**src/rtl/mem_port_master.sv**
```systemverilog
// mem_port_master: initiator-side memory access controller.
// Arbitrates word transactions from a data client and an instruction-fetch
// client (data has fixed priority) onto a single-cycle-read memory port.
// Each transaction takes IDLE -> ACCESS -> DONE. Bounds and alignment are
// checked on accept, and a failing transaction never touches memory.
module mem_port_master #(
    parameter int DEPTH      = 1024,
    parameter int ADDR_SHIFT = 0
) (
    input  logic        clk,
    input  logic        reset,

    input  logic        dReq,
    input  logic        dWrite,
    input  logic [31:0] dAddr,
    input  logic [31:0] dWData,
    output logic [31:0] dRData,
    output logic        dDone,
    output logic        dErr,

    input  logic        iReq,
    input  logic [31:0] iAddr,
    output logic [31:0] iRData,
    output logic        iDone,
    output logic        iErr,

    output logic        busy,
    output logic [31:0] memAddress,
    output logic [31:0] memWriteData,
    output logic        memWriteEnable,
    input  logic [31:0] memReadData
);

    typedef enum logic [1:0] {
        ST_IDLE,
        ST_ACCESS,
        ST_DONE
    } state_t;

    // Low address bits that must be zero when the client address is byte-based.
    localparam logic [31:0] ALIGN_MASK = (32'd1 << ADDR_SHIFT) - 32'd1;
    localparam logic [31:0] DEPTH_W    = 32'(DEPTH);

    state_t      state_q, state_d;
    logic [31:0] mem_addr_q, mem_addr_d;
    logic [31:0] mem_wdata_q, mem_wdata_d;
    logic [31:0] d_rdata_q, d_rdata_d;
    logic [31:0] i_rdata_q, i_rdata_d;
    logic        write_q, write_d;
    logic        owner_data_q, owner_data_d;   // 1 = data client owns the transaction
    logic        err_q, err_d;

    logic        accept;
    logic [31:0] req_addr;
    logic [31:0] req_index;
    logic        req_err;

    // Arbitration and request decode: data wins, the fetch request just waits.
    always_comb begin
        accept    = (state_q == ST_IDLE) && (dReq || iReq);
        req_addr  = dReq ? dAddr : iAddr;
        req_index = req_addr >> ADDR_SHIFT;
        req_err   = (req_index >= DEPTH_W) || ((req_addr & ALIGN_MASK) != 32'd0);
    end

    // State register.
    // NOTE: sequential state uses non-blocking assignments so every flop samples pre-edge values.
    always_ff @(posedge clk) begin
        if (reset) state_q <= ST_IDLE;
        else       state_q <= state_d;
    end

    // Next-state logic.
    // NOTE: every always_comb output gets a default first so no latch is inferred.
    always_comb begin
        state_d = state_q;
        unique case (state_q)
            ST_IDLE:   if (dReq || iReq) state_d = ST_ACCESS;
            ST_ACCESS: state_d = ST_DONE;
            ST_DONE:   state_d = ST_IDLE;
            default:   state_d = ST_IDLE;
        endcase
    end

    // Datapath next values: capture the request on accept, read data at end of ACCESS.
    always_comb begin
        mem_addr_d   = mem_addr_q;
        mem_wdata_d  = mem_wdata_q;
        d_rdata_d    = d_rdata_q;
        i_rdata_d    = i_rdata_q;
        write_d      = write_q;
        owner_data_d = owner_data_q;
        err_d        = err_q;

        if (accept) begin
            mem_addr_d   = req_index;
            write_d      = dReq && dWrite;
            owner_data_d = dReq;
            err_d        = req_err;
            if (dReq) mem_wdata_d = dWData;
        end

        if ((state_q == ST_ACCESS) && !write_q) begin
            if (owner_data_q) d_rdata_d = err_q ? 32'd0 : memReadData;
            else              i_rdata_d = err_q ? 32'd0 : memReadData;
        end
    end

    // Datapath registers; reset clears every visible register and drops the transaction.
    always_ff @(posedge clk) begin
        if (reset) begin
            mem_addr_q   <= 32'd0;
            mem_wdata_q  <= 32'd0;
            d_rdata_q    <= 32'd0;
            i_rdata_q    <= 32'd0;
            write_q      <= 1'b0;
            owner_data_q <= 1'b0;
            err_q        <= 1'b0;
        end else begin
            mem_addr_q   <= mem_addr_d;
            mem_wdata_q  <= mem_wdata_d;
            d_rdata_q    <= d_rdata_d;
            i_rdata_q    <= i_rdata_d;
            write_q      <= write_d;
            owner_data_q <= owner_data_d;
            err_q        <= err_d;
        end
    end

    // Outputs decoded from state; the write strobe is also gated by reset directly.
    always_comb begin
        busy           = (state_q != ST_IDLE);
        dDone          = (state_q == ST_DONE) && owner_data_q;
        iDone          = (state_q == ST_DONE) && !owner_data_q;
        dErr           = dDone && err_q;
        iErr           = iDone && err_q;
        memWriteEnable = (state_q == ST_ACCESS) && write_q && !err_q && !reset;
        memAddress     = mem_addr_q;
        memWriteData   = mem_wdata_q;
        dRData         = d_rdata_q;
        iRData         = i_rdata_q;
    end

endmodule
```
**config.mk**
```make
export PLATFORM = sky130hd
export DESIGN_NAME = mem_port_master
export DESIGN_NICKNAME = d
export VERILOG_FILES = /design/src/rtl/mem_port_master.sv
export SDC_FILE = /design/constraint.sdc
export NUM_CORES = 1
export LEC_CHECK = 0
export CAP_MARGIN = 20
export CORE_MARGIN = 2
export CORE_UTILIZATION = 36
export CTS_BUF_LIST = sky130_fd_sc_hd__clkbuf_8 sky130_fd_sc_hd__clkbuf_16
export DETAILED_ROUTE_END_ITERATION = 10
export GPL_TIMING_DRIVEN = 0
export HOLD_SLACK_MARGIN = 0.06
export PLACE_DENSITY = 0.87
export SYNTH_ARGS = -nofsm -noshare
export SYNTH_HDL_FRONTEND = slang
export SYNTH_SLANG_ARGS = --single-unit
```
**constraint.sdc**
```tcl
create_clock -name clk -period 1.3 [get_ports clk]
set_input_delay 0.13 -clock clk [delete_from_list [all_inputs] [get_ports clk]]
set_output_delay 0.13 -clock clk [all_outputs]
set_load 0.01 [all_outputs]
```
==> impl_metrics.tcl <==
set metrics [dict create \
    cts_buffers 17 \
    synth_cell_types 32 \
    layout_min_cycle_time_ns 1.49 \
    design.final.nets 1092 \
    synthCells 643 \
    violations "negative setup slack" \
    drive_gt1_frac 0.209 \
    antenna_found_initial 0 \
    stdcell_count 1156 \
    hold_buffers 0 \
    syn-cell-area_mm2 0.00528 \
    io_pins 267 \
    path_buf_inv 3 \
    whs_ns 0.260 \
    yosys_warnings 0 \
    cts_root_buf "clkbuf_16" \
    cpPeakStageDelay_ns 0.32 \
    crit_type "flop to flop" \
    antenna_cells 0 \
    areaGrowthSynthToFinish_pct 81.1 \
    hpwl_mm 13.6 \
    syn_avg_cell_area_um2 8.21 \
    status "finished with violations" \
    firstDrtPassIters 4 \
    dr.first_iter.drc_count 327 \
    critical-path-slowest-cell "dfxtp_2" \
    vias 5832 \
    die_area_mm2 0.0156 \
    synth_seq_cells 133 \
    dpl_cell_area_mm2 0.00817 \
    hold_viol 0 \
    place_congestion 0.828 \
    cts_tree "yes" \
    antenna_left 0 \
    maxSlewViolCount 0 \
    routed_wl_mm 19.8 \
    finClkSkew_ns 0.00608 \
    clkTransAtPathRegs_ns 0.06 \
    leakagePower_nw 4.20 \
    ys_seq_area_frac 0.505 \
    row_count 44 \
    fin_area_mm2 0.00956 \
    yosys.area.top_type_share 0.505 \
    grt_first_pass_wirelength_mm 29.7 \
    ys_top_cells_by_area "dfxtp_1 (50%), nand2_1 (14%), a21oi_1 (9.3%)" \
    cts_num_sinks 133 \
    fin_setup_tns_ns -11.12 \
    grt_max_degree 17 \
    maxCapViolations 0 \
    start_kind "flop" \
    cp-end-kind "flop" \
    nFillCells 1195 \
    max_slew_margin 0.507 \
    rsz0062_at_grt "yes" \
    ir_drop_mv 0.772 \
    crit_fanout 6 \
    grt.overflow.total 0 \
    fp.dieW_um 125 \
    worst_slew_pin_slew_ns 0.740 \
    fin_util 0.663 \
    power_density_mw_per_mm2 1210 \
    viasPerCell 5.04 \
    post_drt_wl_per_cell_um 17.1 \
    crit_chain "nand2b_4 > buf_6 > nor3b_4 > buf_6 > buf_8 > nand2_4 > a21oi_2" \
    path_common_cell "buf_6" \
    core_area_mm2 0.0144 \
    start_util 0.366 \
    clkLatencyLatePin_ns 0.42 \
    crit_arrival_ns 1.83 \
    setup_violations 101 \
    die_h_um 125 \
    grt_pass1_vias 5733 \
    port_buffers 265 \
    cp_top_family "simple AND/OR/NAND/NOR gates" \
    grt_use_total 0.240 \
    worstPathRequired_ns 1.64 \
    htreeDepth 4 \
    remaining_drc_errors 0 \
    syn_nets 776 \
    finalCritPeriodShare 1.15 \
    cts_buffer_depth 2 \
    hp-class "input port to flop" \
    synth_largest_area_cell "dfxtp_1" \
    layout_setup_ws_ns -0.194 \
    max_freq_ghz 0.669 \
    dp_cells 1092 \
]
path summary, 6_finish.rpt:
check / start / endpoint / slack (ns) / cells after the start
worst max-delay path: state_q[1] / dRData[29] / -0.19 / 7
worst min-delay path: dWData[12] / memWriteData[12] / 0.26 / 3
worst min register to register: iRData[5] / iRData[5] / 0.45 / 2
worst max register to register: state_q[1] / dRData[29] / -0.19 / 7
tightest hold or removal path: stages:
cell	delay, ns
clkdlybuf4s50_1	0.39
nand2_1	0.06
a21oi_1	0.05
cell usage after synthesis, drive strengths merged:
cell type / instances
or4: 1
nor2: 40
nor3: 2
dfxtp: 133
or3: 1
nor3b: 1
buf: 31
a22oi: 1
o21a: 1
a21oi: 98
nand4: 2
nand3b: 1
a211oi: 31
nand2: 194
nor4b: 1
inv: 1
nor4: 9
nor2b: 35
and2: 3
nand2b: 1
o31ai: 1
o21ai: 1
or3b: 1
mux2i: 32
a311oi: 1
and3: 1
clkbuf: 19
cells in the final DEF (no fill, tap or decap), types with 26 or more instances in the layout:
cell type,instances
nand2_1,155
clkdlybuf4s50_1,130
dlygate4sd2_1,129
dfxtp_1,128
a21oi_1,67
nor2_1,36
mux2i_1,32
nor2b_1,31
a21oi_2,31
nand2_2,26
kinds of logic (layout without fill, tap and decap cells):
family	Yosys count	in the layout	share of synthesized area
buffers and inverters	51	380	0.0495
AOI/OAI and AO/OA	134	134	0.144
DFF	133	133	0.505
muxes	32	32	0.0607
and+or+nand+nor	293	293	0.241
registers in the layout (all words and copies together) (netlist names):
name,flops
state_q,2
memWriteData,32
owner_data_q,1
err_q,1
memAddress,32
dRData,32
write_q,1
iRData,32
per-stage QoR:
| stage | power [mW] | worst slack, ns |
|---|---|---|
| floorplan | 5.44 | -0.00961 |
| global placement | 6.60 | -0.708 |
| detailed placement | 6.63 | -0.730 |
| CTS | 11.4 | -0.192 |
| global route | 12.0 | -0.243 |
| finish | 11.6 | -0.194 |
final cells by class:
type,instances,area (um^2),area share
repair buffers,298,2890,0.302
well taps,184,230,0.0241
multi-input cells,459,2750,0.287
clock inverters,12,114,0.0119
inverters,1,3.75,0.000393
clock buffers,20,467,0.0488
flip-flops and latches,133,2670,0.280
plain buffers,49,433,0.0453
routing by layer:
layer  global-route usage  up-vias  part of all wire
li1                     -     2787                 -
met1                0.267     2731              0.38
met2                0.418      263              0.51
met3               0.0779       51             0.075
met4                0.107        0             0.035
met5                    0        -                 0
power by group:
part	total [mW]	leakage, nW	internal [mW]	switching (mW)
Clock	4.70	0.297	2.94	1.76
Sequential	4.49	1.09	4.34	0.150
Combinational	2.38	2.81	1.23	1.14
Total	11.6	4.20	8.51	3.06
timing repair:
item | in CTS | in global routing
resized for setup | 244 | 103
buffers inserted | 11 | 9
endpoints found under the setup margin | 260 | 136
pin swaps | 47 | 28
gates cloned | 8 | 6
(Power assumes the default switching activity.)
